## src/rtl/prog_loader_if.sv

```systemverilog
// prog_loader_if: byte-stream input and instruction-memory write port of the
// program loader, bundled so the loader and its environment share one port.
//
// Signals
//   in_valid  : byte-stream data valid (from the byte source)
//   in_data   : byte-stream payload, 8 bits
//   in_ready  : loader can accept a byte this cycle
//   mem_we    : instruction-memory write strobe
//   mem_addr  : instruction-memory write address, ADDR_W bits
//   mem_wd    : 16-bit instruction word to write
//
// Handshake: a byte transfers on a rising clock edge exactly when in_valid and
// in_ready are both 1 in that cycle. in_data is ignored in every other cycle.
// in_ready depends only on loader state, never on in_valid.
//
// Modports
//   slave  : the loader (consumes bytes, drives the memory write port)
//   master : the environment (byte source and memory)

interface prog_loader_if #(
  parameter int ADDR_W = 10
);
  logic              in_valid;
  logic [7:0]        in_data;
  logic              in_ready;
  logic              mem_we;
  logic [ADDR_W-1:0] mem_addr;
  logic [15:0]       mem_wd;

  modport slave (
    input  in_valid,
    input  in_data,
    output in_ready,
    output mem_we,
    output mem_addr,
    output mem_wd
  );

  modport master (
    output in_valid,
    output in_data,
    input  in_ready,
    input  mem_we,
    input  mem_addr,
    input  mem_wd
  );
endinterface

```

## src/rtl/prog_loader.sv

```systemverilog
// prog_loader: receives a program over a byte stream and writes it into the
// instruction memory while holding the processor in reset.
//
// Stream: 2-byte word count N (high byte first), then N 16-bit words (high
// byte first). Each word is written one cycle after its low byte arrives.
// N = 0 or N > 2^ADDR_W aborts the load, as does a gap of TIMEOUT cycles
// without a byte while a load is in progress.
//
// Ports
//   clk          : clock, rising edge
//   reset        : asynchronous active-high reset
//   start        : one-cycle load request (honoured in IDLE/DONE/ERR only)
//   bus          : byte stream in, memory write port out (prog_loader_if)
//   cpu_reset    : processor reset, released only in DONE
//   busy         : load in progress (LEN_HI .. WRITE)
//   done         : last load completed successfully
//   err          : last load aborted
//   words_loaded : words written in the current or last load
//   dbg_state    : current FSM state encoding

module prog_loader #(
  parameter int ADDR_W  = 10,
  parameter int TIMEOUT = 1000
) (
  input  logic              clk,
  input  logic              reset,
  input  logic              start,
  prog_loader_if.slave      bus,
  output logic              cpu_reset,
  output logic              busy,
  output logic              done,
  output logic              err,
  output logic [ADDR_W:0]   words_loaded,
  output logic [2:0]        dbg_state
);

  typedef enum logic [2:0] {
    IDLE   = 3'd0,
    LEN_HI = 3'd1,
    LEN_LO = 3'd2,
    DAT_HI = 3'd3,
    DAT_LO = 3'd4,
    WRITE  = 3'd5,
    DONE   = 3'd6,
    ERR    = 3'd7
  } state_t;

  localparam int              TO_W    = $clog2(TIMEOUT + 1);
  localparam logic [TO_W-1:0] TO_LAST = TO_W'(TIMEOUT - 1);
  localparam logic [16:0]     MAX_N   = 17'(2 ** ADDR_W);

  state_t            state_q, state_d;
  logic [15:0]       len_q, len_d;
  logic [7:0]        hi_q, hi_d;
  logic [ADDR_W-1:0] mem_addr_q, mem_addr_d;
  logic [15:0]       mem_wd_q, mem_wd_d;
  logic [ADDR_W:0]   wl_q, wl_d;
  logic [TO_W-1:0]   to_q, to_d;

  logic        rx_state;
  logic        hs;
  logic [15:0] n_full;
  logic [16:0] wl_next_ext;

  assign rx_state = (state_q == LEN_HI) || (state_q == LEN_LO) ||
                    (state_q == DAT_HI) || (state_q == DAT_LO);
  assign hs       = bus.in_valid && rx_state;
  assign n_full   = {len_q[15:8], bus.in_data};
  // Words written including the one being written this cycle.
  assign wl_next_ext = 17'(wl_q) + 17'd1;

  always_comb begin
    state_d    = state_q;
    len_d      = len_q;
    hi_d       = hi_q;
    mem_addr_d = mem_addr_q;
    mem_wd_d   = mem_wd_q;
    wl_d       = wl_q;
    to_d       = to_q;

    case (state_q)
      IDLE, DONE, ERR: begin
        if (start) begin
          state_d = LEN_HI;
          wl_d    = '0;
          to_d    = '0;
        end
      end
      LEN_HI: begin
        if (hs) begin
          len_d[15:8] = bus.in_data;
          state_d     = LEN_LO;
        end
      end
      LEN_LO: begin
        if (hs) begin
          len_d[7:0] = bus.in_data;
          if ((n_full == 16'd0) || ({1'b0, n_full} > MAX_N)) begin
            state_d = ERR;
          end else begin
            // The write address is words_loaded itself, already zero here.
            state_d = DAT_HI;
          end
        end
      end
      DAT_HI: begin
        if (hs) begin
          hi_d    = bus.in_data;
          state_d = DAT_LO;
        end
      end
      DAT_LO: begin
        if (hs) begin
          // Present the word on the memory port as WRITE is entered; the
          // registers then hold it until the next word's WRITE.
          mem_addr_d = wl_q[ADDR_W-1:0];
          mem_wd_d   = {hi_q, bus.in_data};
          state_d    = WRITE;
        end
      end
      WRITE: begin
        wl_d = wl_q + 1'b1;
        if (wl_next_ext == {1'b0, len_q}) begin
          state_d = DONE;
        end else begin
          state_d = DAT_HI;
        end
      end
      default: state_d = IDLE;
    endcase

    // Inactivity watchdog for the four byte-receiving states.
    if (rx_state) begin
      if (hs) begin
        to_d = '0;
      end else begin
        to_d = to_q + TO_W'(1);
        if (to_q == TO_LAST) begin
          state_d = ERR;
        end
      end
    end
  end

  always_ff @(posedge clk or posedge reset) begin
    if (reset) begin
      state_q    <= IDLE;
      len_q      <= '0;
      hi_q       <= '0;
      mem_addr_q <= '0;
      mem_wd_q   <= '0;
      wl_q       <= '0;
      to_q       <= '0;
    end else begin
      state_q    <= state_d;
      len_q      <= len_d;
      hi_q       <= hi_d;
      mem_addr_q <= mem_addr_d;
      mem_wd_q   <= mem_wd_d;
      wl_q       <= wl_d;
      to_q       <= to_d;
    end
  end

  assign bus.in_ready  = rx_state;
  assign bus.mem_we    = (state_q == WRITE);
  assign bus.mem_addr  = mem_addr_q;
  assign bus.mem_wd    = mem_wd_q;
  assign busy          = rx_state || (state_q == WRITE);
  assign done          = (state_q == DONE);
  assign err           = (state_q == ERR);
  assign cpu_reset     = (state_q != DONE);
  assign words_loaded  = wl_q;
  assign dbg_state     = state_q;

endmodule

```

## src/flat_wrapper.sv

```systemverilog
// flat-port wrapper written by rule: the top's interface ports become plain ports
module prog_loader_flat 
#(
  parameter int ADDR_W  = 10,
  parameter int TIMEOUT = 1000
)
  (clk, reset, start, cpu_reset, busy, done, err, words_loaded, dbg_state, bus_in_valid, bus_in_data, bus_in_ready, bus_mem_we, bus_mem_addr, bus_mem_wd);
  prog_loader_if #(.ADDR_W(ADDR_W)) bus_i ();
  input  logic clk;
  input  logic reset;
  input  logic start;
  output logic cpu_reset;
  output logic busy;
  output logic done;
  output logic err;
  output logic [ADDR_W:0] words_loaded;
  output logic [2:0] dbg_state;
  input wire logic [$bits(bus_i.in_valid)-1:0] bus_in_valid;
  input wire logic [$bits(bus_i.in_data)-1:0] bus_in_data;
  output wire logic [$bits(bus_i.in_ready)-1:0] bus_in_ready;
  output wire logic [$bits(bus_i.mem_we)-1:0] bus_mem_we;
  output wire logic [$bits(bus_i.mem_addr)-1:0] bus_mem_addr;
  output wire logic [$bits(bus_i.mem_wd)-1:0] bus_mem_wd;
  assign bus_i.in_valid = bus_in_valid;
  assign bus_i.in_data = bus_in_data;
  assign bus_in_ready = bus_i.in_ready;
  assign bus_mem_we = bus_i.mem_we;
  assign bus_mem_addr = bus_i.mem_addr;
  assign bus_mem_wd = bus_i.mem_wd;
  prog_loader #(.ADDR_W(ADDR_W), .TIMEOUT(TIMEOUT)) u_core (.clk(clk), .reset(reset), .start(start), .bus(bus_i), .cpu_reset(cpu_reset), .busy(busy), .done(done), .err(err), .words_loaded(words_loaded), .dbg_state(dbg_state));
endmodule
```

## config.mk

```make
export PLATFORM = sky130hd
export DESIGN_NAME = prog_loader_flat
export DESIGN_NICKNAME = d
export VERILOG_FILES = /design/src/rtl/prog_loader_if.sv /design/src/rtl/prog_loader.sv /design/src/flat_wrapper.sv
export SDC_FILE = /design/constraint.sdc
export NUM_CORES = 1
export LEC_CHECK = 0
export BUFFER_PORTS_ARGS = -buffer_cell sky130_fd_sc_hd__buf_2
export CAP_MARGIN = 10
export CORE_MARGIN = 2
export CORE_UTILIZATION = 58
export CTS_BUF_LIST = sky130_fd_sc_hd__clkbuf_8
export DETAILED_ROUTE_END_ITERATION = 7
export PLACE_DENSITY_LB_ADDON = 0.1
export SYNTH_ARGS = -nofsm -noshare
export SYNTH_HDL_FRONTEND = slang
export SYNTH_SLANG_ARGS = --single-unit
export TNS_END_PERCENT = 100
```

## constraint.sdc

```tcl
create_clock -name clk -period 2.3 [get_ports clk]
set_input_delay 0.23 -clock clk [delete_from_list [all_inputs] [get_ports clk]]
set_output_delay 0.23 -clock clk [all_outputs]
set_load 0.01 [all_outputs]
```

# After elaboration in Yosys (flattened, before gate mapping)
# Index checks and enable logic that the tools add are counted.
dict set report totals {
  inputBits 12
  regBits 74
  output_inout_bits 46
  wordCells 58
}
dict set report op_classes {
  n_eq_ne 11
  mux 17
  magnitude_cmp 1
  n_reduce_logical 18
  add_sub_neg 3
}
# op count
set ops {}
lappend ops {{2-to-1 mux 10 bit} 4}
lappend ops {{2-to-1 mux 3 bit} 10}
lappend ops {{one-hot mux 11 bit (2 select lines)} 1}
lappend ops {{one-hot mux 3 bit (6 select lines)} 1}
lappend ops {{equality test 17 x 16 -> 1 bit} 1}
lappend ops {{> comparator 16 x 11 -> 1 bit, second input constant} 1}
lappend ops {{zero test 16 bit} 1}
lappend ops {{adder 11 x 1 -> 12 bit, second input constant} 1}
lappend ops {{equality test 3 bit, second input constant} 4}
lappend ops {{AND reduction 2 bit} 6}
lappend ops {{adder 11 x 1 -> 11 bit, second input constant} 1}
lappend ops {{2-to-1 mux 11 bit} 1}
lappend ops {{adder 10 x 1 -> 10 bit, second input constant} 1}
lappend ops {{equality test 10 bit, second input constant} 1}
lappend ops {{equality test 3 x 2 -> 1 bit, second input constant} 2}
lappend ops {{nonzero test 2 bit} 3}
lappend ops {{logical OR 1 bit} 5}
lappend ops {{equality test 3 x 1 -> 1 bit, second input constant} 1}
lappend ops {{zero test 3 bit} 1}
lappend ops {{inequality test 3 bit, second input constant} 1}
lappend ops {{OR reduction 3 bit} 1}
lappend ops {{inequality test 2 bit, second input constant} 1}
lappend ops {{logical AND 1 bit} 1}

# Longest topological paths before layout
# Gate-level depths: netlist of run 1.
dict set report depth {
  word_depth 10
  ltp_mapped 8
  depth_no_buf 7
}

# Least setup slack after synthesis of run 1
# Ideal clock, no wire load.
dict set report synth_timing {
  path_kind {reg-to-reg}
  startpoint {reg u_core.wl_q[0] (netlist: u_core.words_loaded[0])}
  endpoint {reg u_core.state_q[0] (netlist: u_core.dbg_state[0])}
  period_less_slack_ps 2039
  setup_slack_ps 261
  path_stages_with_launch 8
  t_required_ps 2163
  setup_ps 137
  n_path_buf 0
  arrival_time_ps 1902
  path_cell_list {dfrtp_1 -> ha_1 -> xor2_1 -> a2111oi_4 -> o221ai_2 -> a2111oi_4 -> o2111a_1 -> o211ai_1}
}
dict set report synth_via {
  elab_chain_len 7
}
# item line_no
set synth_rtl {}
lappend synth_rtl {{start: declaration} prog_loader.sv:57} ;# logic [ADDR_W:0] wl_q, wl_d;
lappend synth_rtl {{start signal: assignment} prog_loader.sv:160} ;# wl_q <= wl_d;
lappend synth_rtl {{adder 11 x 1 -> 12 bit (*)} prog_loader.sv:70} ;# assign wl_next_ext = 17'(wl_q) + 17'd1;
lappend synth_rtl {{equality test 17 x 16 -> 1 bit (*)} prog_loader.sv:123} ;# if (wl_next_ext == {1'b0, len_q}) begin
lappend synth_rtl {{2-to-1 mux 3 bit (*)} prog_loader.sv:123}
lappend synth_rtl {{one-hot mux 3 bit (6 select lines) (*)} prog_loader.sv:81} ;# case (state_q)
lappend synth_rtl {{2-to-1 mux 3 bit} prog_loader.sv:138} ;# if (to_q == TO_LAST) begin
lappend synth_rtl {{2-to-1 mux 3 bit} prog_loader.sv:134} ;# if (hs) begin
lappend synth_rtl {{2-to-1 mux 3 bit (*)} prog_loader.sv:133} ;# if (rx_state) begin
lappend synth_rtl {{via u_core.state_d[0]} prog_loader.sv:52} ;# state_t state_q, state_d;
lappend synth_rtl {{end signal: assignment} prog_loader.sv:155} ;# state_q <= state_d;
lappend synth_rtl {{end: declaration} prog_loader.sv:52}
# The timed path passes the listed nets; every way through them passes the cells marked *.
# A chain may end at the register's enable or synchronous reset.

# Final worst setup path of run 1
dict set report layout_timing {
  startpoint {reg u_core.len_q[14]}
  endpoint {reg u_core.state_q[0] (netlist: u_core.dbg_state[0])}
}
dict set report layout_via {
  elab_chain_len 6
}
# item line_no
set layout_rtl {}
lappend layout_rtl {{start: declaration} prog_loader.sv:53} ;# logic [15:0] len_q, len_d;
lappend layout_rtl {{start signal: assignment} prog_loader.sv:156} ;# len_q <= len_d;
lappend layout_rtl {{equality test 17 x 16 -> 1 bit (*)} prog_loader.sv:123}
lappend layout_rtl {{2-to-1 mux 3 bit (*)} prog_loader.sv:123}
lappend layout_rtl {{one-hot mux 3 bit (6 select lines) (*)} prog_loader.sv:81}
lappend layout_rtl {{2-to-1 mux 3 bit} prog_loader.sv:138}
lappend layout_rtl {{2-to-1 mux 3 bit} prog_loader.sv:134}
lappend layout_rtl {{2-to-1 mux 3 bit (*)} prog_loader.sv:133}
lappend layout_rtl {{via u_core.state_d[0]} prog_loader.sv:52}
# Marked as above.

==> results of run 1 <==
## sequential cells by signal (all words and copies together) (netlist names)
register             cells
u_core.bus.mem_wd       16
u_core.hi_q              8
u_core.bus.mem_addr     10
u_core.len_q            16
u_core.words_loaded     11
u_core.dbg_state         3
u_core.to_q             10
## kinds of logic (layout without fill, tap and decap cells)
| family | count (synthesis) | count (layout) | share of synthesized area |
|---|---|---|---|
| AND/OR/NAND/NOR | 101 | 101 | 0.147 |
| flip-flops | 74 | 74 | 0.512 |
| adder cells (fa/ha/maj) | 2 | 2 | 0.00691 |
| buffers and inverters | 20 | 94 | 0.0232 |
| XOR/XNOR | 18 | 18 | 0.0436 |
| multiplexers | 51 | 51 | 0.159 |
| AO/OA/AOI/OAI | 58 | 58 | 0.109 |
## layout make-up
cell class	instances	area (um^2)
clock buffers	9	124
clock inverters	7	83.8
fillers	437	1700
inverters	4	15.0
multi-input cells	230	1690
flip-flops and latches	74	1850
well taps	75	93.8
repair buffers	74	428
## per-stage QoR
stage	total power, W	worst slack, ps	cells
floorplan	0.00349	188	324
global placement	0.00411	226	456
detailed placement	0.00419	141	456
CTS	0.00527	98.6	473
global route	0.00556	20.8	473
finish	0.00524	128	473
## cells in the final DEF, fill, tap and decap left out, drive strengths merged, types with 2 or more instances in the layout
cell type	n
a2111oi	2
a21o	2
a21oi	7
a22o	2
a31oi	3
and3	5
buf	73
clkbuf	9
dfrtp	74
ha	2
inv	8
mux2	51
nand2	26
nand2b	5
nand3	11
nand3b	2
nand4	6
nor2	21
nor2b	5
nor3	7
nor4	5
o211ai	2
o21ai	31
o221ai	2
o31ai	2
or4	2
xnor2	12
xor2	6
## what timing repair did
item / CTS / global route
resized for setup: 0 / 2
setup endpoints to repair: 0 / 3
endpoints found under the hold margin: 22 / 0
hold buffers: 1 / 0
## worst register-to-register path: stages, from the launching register on
cell and delay (ps):
dfrtp_1 400, or4_4 540, a2111oi_4 350, o221ai_2 170, a2111oi_4 250, o2111a_1 270
o211ai_1 80
## worst paths after layout
kind / start / to / slack [ps] / depth (start not counted)
worst max-delay path: u_core.len_q[14]$_DFFE_PP0P_ / u_core.dbg_state[0]$_DFF_PP0_ / 130 / 6
worst min-delay path: bus_in_data[4] / u_core.hi_q[4]$_DFFE_PP0P_ / 190 / 2
worst max register to register: u_core.len_q[14]$_DFFE_PP0P_ / u_core.dbg_state[0]$_DFF_PP0_ / 130 / 6
worst min register to register: u_core.to_q[8]$_DFFE_PP0P_ / u_core.to_q[8]$_DFFE_PP0P_ / 500 / 1
max in group asynchronous: reset / u_core.len_q[1]$_DFFE_PP0P_ / 1200 / 4
min in group asynchronous: reset / u_core.bus.mem_wd[5]$_DFFE_PP0P_ / 450 / 3
## routing by layer
metal / GRT usage / vias up / wire length, um
met4: 0.0581 / 0 / 85
met5: 0 / - / 0
met1: 0.317 / 1346 / 3460
met2: 0.358 / 85 / 3570
li1: - / 1305 / -
met3: 0.0567 / 12 / 422
## power groups by stage
stage | Clock [W] | Sequential, W | Combinational (W)
after floorplan | 0 | 0.00218 | 0.00131
after global placement | 0 | 0.00215 | 0.00196
after detailed placement | 0 | 0.00218 | 0.00201
after CTS | 0.00109 | 0.00216 | 0.00202
after global routing | 0.00115 | 0.00223 | 0.00218
final | 0.00107 | 0.00216 | 0.00200
==> flow_metrics.tcl, run 1 <==
set metrics [dict create \
    antennaDiodeCount 0 \
    grt_pass1_vias 2564 \
    area_delta_synth_final_pct 18.6 \
    core_area_um2 5990 \
    syn-num-nets 338 \
    clockRootBuffer "clkbuf_8" \
    num_vias 2748 \
    portBuffers 57 \
    post-route-min-period_ps 2170 \
    drtAntennaViolNets 0 \
    fin_area_um2 4290 \
    grt_setup_unrepaired "false" \
    drc 0 \
    worstPathArrival_ps 2400 \
    place_area_um2 4070 \
    h-tree-depth 3 \
    power_leakage_nw 1.96 \
    cts_sinks 74 \
    fin_tns_setup_ps 0 \
    dp_hpwl_um 5420 \
    synth-seq-cells 74 \
    die-area_um2 6890 \
    fmax_mhz 460 \
    crit_top_cell "a2111oi_4" \
    cp_top_family "compound AO/OA/AOI/OAI gates" \
    status "complete, no violations" \
    globalplace.congestion 0.888 \
    finalCritPeriodShare 0.944 \
    cp-end-kind "flop" \
    synthTopCellsByCount "74 x dfrtp_1, 51 x mux2_2, 31 x o21ai_0, 26 x nand2_1, 21 x nor2_1" \
    crit_buf_inv 0 \
    finalHoldViolCount 0 \
    path_class "flop to flop" \
    swShare 0.370 \
    crit_fanout 2 \
    critical_path_required_ps 2530 \
    syn_inst 324 \
    final_nets 407 \
    synth_cell_types 45 \
    start_util 0.604 \
    ys.flop_type "dfrtp_1" \
    max_slew_margin 0.658 \
    path_clk_slew_ps 90 \
    wl_per_cell_um 15.9 \
    cts.repair_timing.setup_buffer_count 0 \
    comb_power_share 0.382 \
    finalClockSkew_ps 10.0 \
    power.share.clock 0.205 \
    slowest_delay_ps 540 \
    first_pass_iters 4 \
    clock_latency_ps 350 \
    setup_violations 0 \
    vias_per_cell 5.81 \
    drv_slew 0 \
    syn-mean-instance-area_um2 11.2 \
    die_y_um 83.0 \
    whs_ps 186 \
    pwr-share-seq 0.413 \
    clockBufferDepth 2 \
    drtIter0Drc 157 \
    critPathSlowestCell "or4_4" \
    worstMarginPinSlew_ps 512 \
    yosys-top-cells-area "dfrtp_1 51%, mux2_2 16%, o21ai_0 4.3%, xnor2_1 2.9%, nand2_1 2.7%" \
    die_w_um 83.0 \
    final_util 0.716 \
    p_per_area_nw_per_um2 1220 \
    num_rows 28 \
    start_kind "flop" \
    max-cap-violations 0 \
    path_cells "or4_4 > a2111oi_4 > o221ai_2 > a2111oi_4 > o2111a_1 > o211ai_1" \
    cts_inserted_buffers 9 \
    synthesis.area_um2 3620 \
    async_flop_share 1.00 \
    yosysWarnings 0 \
    synth_most_common_cell "dfrtp_1" \
    grt_max_degree 33 \
    ys_seq_area_frac 0.512 \
    synth.largest_area_cell "dfrtp_1" \
    grt_overflow_total 0 \
    hp-class "input pin to flop" \
    drive_gt1_frac 0.384 \
    synth-edff-count 0 \
    power_switching_w 0.00194 \
    grt_pass1_wl_um 12500 \
    wl_um 7540 \
    tritoncts "built" \
    antenna_found_initial 0 \
    ir_drop_mv 0.805 \
    num_io_pins 58 \
    grt_usage 0.227 \
    yosys.area.top_type_share 0.512 \
    p_int_w 0.00330 \
]
No activity file was read; power rests on OpenSTA's default activity.
==> inputs of run 2 (changes only) <==
Settings changed: CORE_UTILIZATION 58 to 53.
Clock period 2.3 ns to 1.95 ns, I/O delays scaled along.
==> flow_metrics.tcl, run 2 (synthesized netlist as in run 1, its figures left out) <==
set metrics [dict create \
    status "complete, but fails checks" \
    drtAntennaViolNets 0 \
    ir_drop_mv 0.730 \
    final_util 0.670 \
    die_y_um 86.6 \
    mostFrequentLayoutCells "72 x dfrtp_1, 57 x buf_2, 51 x mux2_2" \
    grt_max_degree 34 \
    first_pass_iters 4 \
    num_rows 30 \
    fin_cells 496 \
    grt_pass1_wl_um 13300 \
    wl_per_cell_um 15.7 \
    drv_slew 0 \
    start_util 0.542 \
    hp-class "input pin to flop" \
    worstMarginPinSlew_ps 580 \
    fmax_mhz 500 \
    die-area_um2 7500 \
    antenna_found_initial 0 \
    fin_area_um2 4480 \
    seq_area_um2 1850 \
    dp_hpwl_um 5610 \
    antennaDiodeCount 0 \
    finalHoldViolCount 0 \
    area_delta_synth_final_pct 23.8 \
    wl_um 7780 \
    critical_path_required_ps 2170 \
    grt_setup_unrepaired "true" \
    drc 0 \
    max-cap-violations 0 \
    timing.final.ws_setup_ps -51.8 \
    path_clk_slew_ps 80 \
    grt_usage 0.226 \
    drtIter0Drc 96 \
    finalClockSkew_ps 6.68 \
    dp_cells 475 \
    path_class "flop to flop" \
    max_slew_margin 0.612 \
    globalplace.congestion 0.874 \
    tritoncts "built" \
    pre_cts_ws_ps -47.5 \
    num_io_pins 58 \
    multi_input_area_um2 1710 \
    cp-end-kind "flop" \
    cts_sinks 74 \
    clockBufferDepth 2 \
    final_nets 425 \
    p_per_area_nw_per_um2 1430 \
    die_w_um 86.6 \
    fillers 519 \
    power_leakage_nw 2.06 \
    post-route-min-period_ps 2000 \
    vias_per_cell 5.64 \
    finalCritPeriodShare 1.03 \
    grt_pass1_vias 2743 \
    final_common_cell "dfrtp_1" \
    portBuffers 57 \
    cts_inserted_buffers 9 \
    crit_fanout 2 \
    start_kind "flop" \
    worstPathArrival_ps 2220 \
    place_area_um2 4210 \
    clock_latency_ps 340 \
    clockRootBuffer "clkbuf_8" \
    drive_gt1_frac 0.416 \
    h-tree-depth 3 \
    num_vias 2797 \
    core_area_um2 6680 \
    grt_overflow_total 0 \
    setup_violations 2 \
    violations "setup timing" \
]
-- run 2: worst paths after layout --
path,from,to,slack [ps],cells past startpoint
min reg2reg,u_core.to_q[8]$_DFFE_PP0P_,u_core.to_q[8]$_DFFE_PP0P_,490,1
max reg2reg,u_core.len_q[13]$_DFFE_PP0P_,u_core.dbg_state[0]$_DFF_PP0_,-50,6
min in group asynchronous,reset,u_core.bus.mem_wd[3]$_DFFE_PP0P_,460,3
min,bus_in_data[2],u_core.hi_q[2]$_DFFE_PP0P_,140,2
max,u_core.len_q[13]$_DFFE_PP0P_,u_core.dbg_state[0]$_DFF_PP0_,-50,6
max in group asynchronous,reset,u_core.len_q[5]$_DFFE_PP0P_,870,4
-- run 2: timing repair --
action	CTS	global route
setup buffers	2	2
endpoints found under the setup margin	3	4
hold buffers	1	0
endpoints found under the hold margin	24	0
pin swaps	1	1
gates cloned	0	0
resized for setup	1	2
-- run 2: layer usage --
layer / track usage / part of all wire / vias up
li1: - / - / 1346
met1: 0.313 / 0.46 / 1373
met2: 0.368 / 0.48 / 69
met3: 0.0467 / 0.041 / 9
met4: 0.0554 / 0.010 / 0
met5: 0 / 0 / -
-- run 2: layout make-up --
cell class | instances | share of cell area
Clock buffer | 9 | 0.0277
Inverter | 4 | 0.00503
Timing Repair Buffer | 92 | 0.129
Tap cell | 80 | 0.0224
Clock inverter | 7 | 0.0210
Sequential cell | 74 | 0.414
Multi-Input combinational cell | 230 | 0.381
-- run 2: metrics by stage --
stage | hold WS, ps | setup TNS, ps | power, W
2_1_floorplan | 346 | 0 | 0.00415
3_3_place_gp | 282 | -6.88 | 0.00500
3_5_place_dp | 291 | -52.4 | 0.00507
4_1_cts | 135 | -62.9 | 0.00641
5_1_grt | 147 | -425 | 0.00686
6_report | 138 | -79.7 | 0.00639
-- run 2: where the power goes --
group          leakage [nW]  total (W)  internal [W]  switching (W)
Sequential            0.943    0.00248       0.00210       0.000378
Combinational          1.00    0.00261       0.00134        0.00127
Clock                 0.111    0.00130      0.000720       0.000582
-- run 2: critical path: stages, from the launching register on --
cell       delay [ps]
dfrtp_1           380
or4_4             560
a2111oi_4         210
o221ai_2          160
a2111oi_4         210
o2111a_1          260
o211ai_1           90
==> inputs of run 3 (changes only) <==
Settings changed: CORE_UTILIZATION 53 to 45, GPL_ROUTABILITY_DRIVEN set to 0.
==> flow_metrics.tcl, run 3 (synthesized netlist as in run 1, its figures left out) <==
set metrics [dict create \
    drtAntennaViolNets 0 \
    drive_gt1_frac 0.419 \
    grt_pass1_wl_um 14100 \
    seq_area_um2 1850 \
    antennaDiodeCount 0 \
    num_io_pins 58 \
    power_w 0.00637 \
    tritoncts "built" \
    num_vias 2804 \
    core_area_um2 7770 \
    mostFrequentLayoutCells "73 x dfrtp_1, 57 x buf_2, 51 x mux2_2" \
    finalCritPeriodShare 1.04 \
    path_class "flop to flop" \
    path_clk_slew_ps 80 \
    wl_per_cell_um 16.5 \
    setup_violations 2 \
    grt_overflow_total 0 \
    final_common_cell "dfrtp_1" \
    post-route-min-period_ps 2030 \
    grt_pass1_vias 2826 \
    finalClockSkew_ps 9.36 \
    h-tree-depth 3 \
    worstMarginPinSlew_ps 684 \
    cp-end-kind "flop" \
    crit_fanout 2 \
    max-cap-violations 0 \
    clock_latency_ps 350 \
    multi_input_area_um2 1700 \
    die-area_um2 8770 \
    max_slew_margin 0.543 \
    portBuffers 57 \
    critical_path_required_ps 2180 \
    die_w_um 93.7 \
    p_per_area_nw_per_um2 1410 \
    worstPathArrival_ps 2260 \
    drtIter0Drc 114 \
    fillers 680 \
    clockBufferDepth 2 \
    final_util 0.580 \
    fmax_mhz 493 \
    grt_usage 0.212 \
    grt_max_degree 31 \
    status "complete, but fails checks" \
    grt_setup_unrepaired "true" \
    violations "setup timing" \
    start_kind "flop" \
    vias_per_cell 5.37 \
    first_pass_iters 4 \
    num_rows 32 \
    timing.final.ws_setup_ps -79.6 \
    power_leakage_nw 2.07 \
    area_delta_synth_final_pct 24.5 \
    antenna_found_initial 0 \
    cts_sinks 74 \
    hp-class "input pin to flop" \
    wl_um 8620 \
    ir_drop_mv 0.771 \
    drc 0 \
    final_nets 429 \
    finalHoldViolCount 0 \
    dp_hpwl_um 6260 \
    cts_inserted_buffers 9 \
    die_y_um 93.7 \
    start_util 0.466 \
    drv_slew 0 \
    clockRootBuffer "clkbuf_8" \
]
==> run 3: metal layers <==
| layer | vias up | track usage | routed length, um |
|---|---|---|---|
| met1 | 1369 | 0.291 | 4050 |
| met3 | 10 | 0.0538 | 387 |
| met5 | - | 0 | 0 |
| met4 | 0 | 0.0664 | 112 |
| li1 | 1355 | - | - |
| met2 | 70 | 0.333 | 4070 |
==> run 3: final cells by class <==
| class | count | area share |
|---|---|---|
| multi-input cells | 230 | 0.378 |
| clock buffers | 10 | 0.0305 |
| flip-flops and latches | 74 | 0.411 |
| inverters | 4 | 0.00444 |
| well taps | 102 | 0.0283 |
| repair buffers | 96 | 0.132 |
| clock inverters | 6 | 0.0161 |
==> run 3: stage by stage <==
stage / setup WS [ps] / instances / TNS (ps) / hold WS [ps] / instance area [um^2]
3_3_place_gp: -5.40 / 504 / -5.40 / 332 / 4280
6_report: -79.6 / 522 / -114 / 158 / 4510
5_1_grt: -190 / 522 / -473 / 151 / 4510
3_5_place_dp: -83.8 / 504 / -119 / 339 / 4280
2_1_floorplan: 2.35 / 324 / 0 / 346 / 3650
4_1_cts: -84.3 / 522 / -127 / 138 / 4510
==> run 3: worst paths after layout <==
check                                                   from                          endpoint  slack [ps]  depth (start not counted)
worst max-delay path            u_core.len_q[13]$_DFFE_PP0P_     u_core.dbg_state[0]$_DFF_PP0_         -80                          6
worst min-delay path                          bus_in_data[4]  u_core.bus.mem_wd[4]$_DFFE_PP0P_         160                          2
worst max register to register  u_core.len_q[13]$_DFFE_PP0P_     u_core.dbg_state[0]$_DFF_PP0_         -80                          6
worst min register to register    u_core.to_q[8]$_DFFE_PP0P_        u_core.to_q[8]$_DFFE_PP0P_         500                          1
max in group asynchronous                              reset        u_core.hi_q[0]$_DFFE_PP0P_         810                          4
min in group asynchronous                              reset  u_core.bus.mem_wd[3]$_DFFE_PP0P_         480                          3
==> run 3: repair_timing <==
item | 4_1_cts | 5_1_grt
hold endpoints to repair | 27 | 0
hold buffers | 1 | 0
endpoints found under the setup margin | 3 | 3
resized for setup | 1 | 0
pin swaps | 0 | 0
setup buffers | 1 | 0
==> run 3: power by group <==
| group | switching [W] | internal [W] |
|---|---|---|
| registers | 0.000412 | 0.00210 |
| clock network | 0.000617 | 0.000639 |
| logic | 0.00128 | 0.00133 |
| total | 0.00231 | 0.00406 |
==> run 3: critical path: stages (launching register included) <==
cell and delay, ps:
dfrtp_1 380, or4_4 560, a2111oi_4 220, o221ai_2 170, a2111oi_4 220, o2111a_1 260
o211ai_1 90
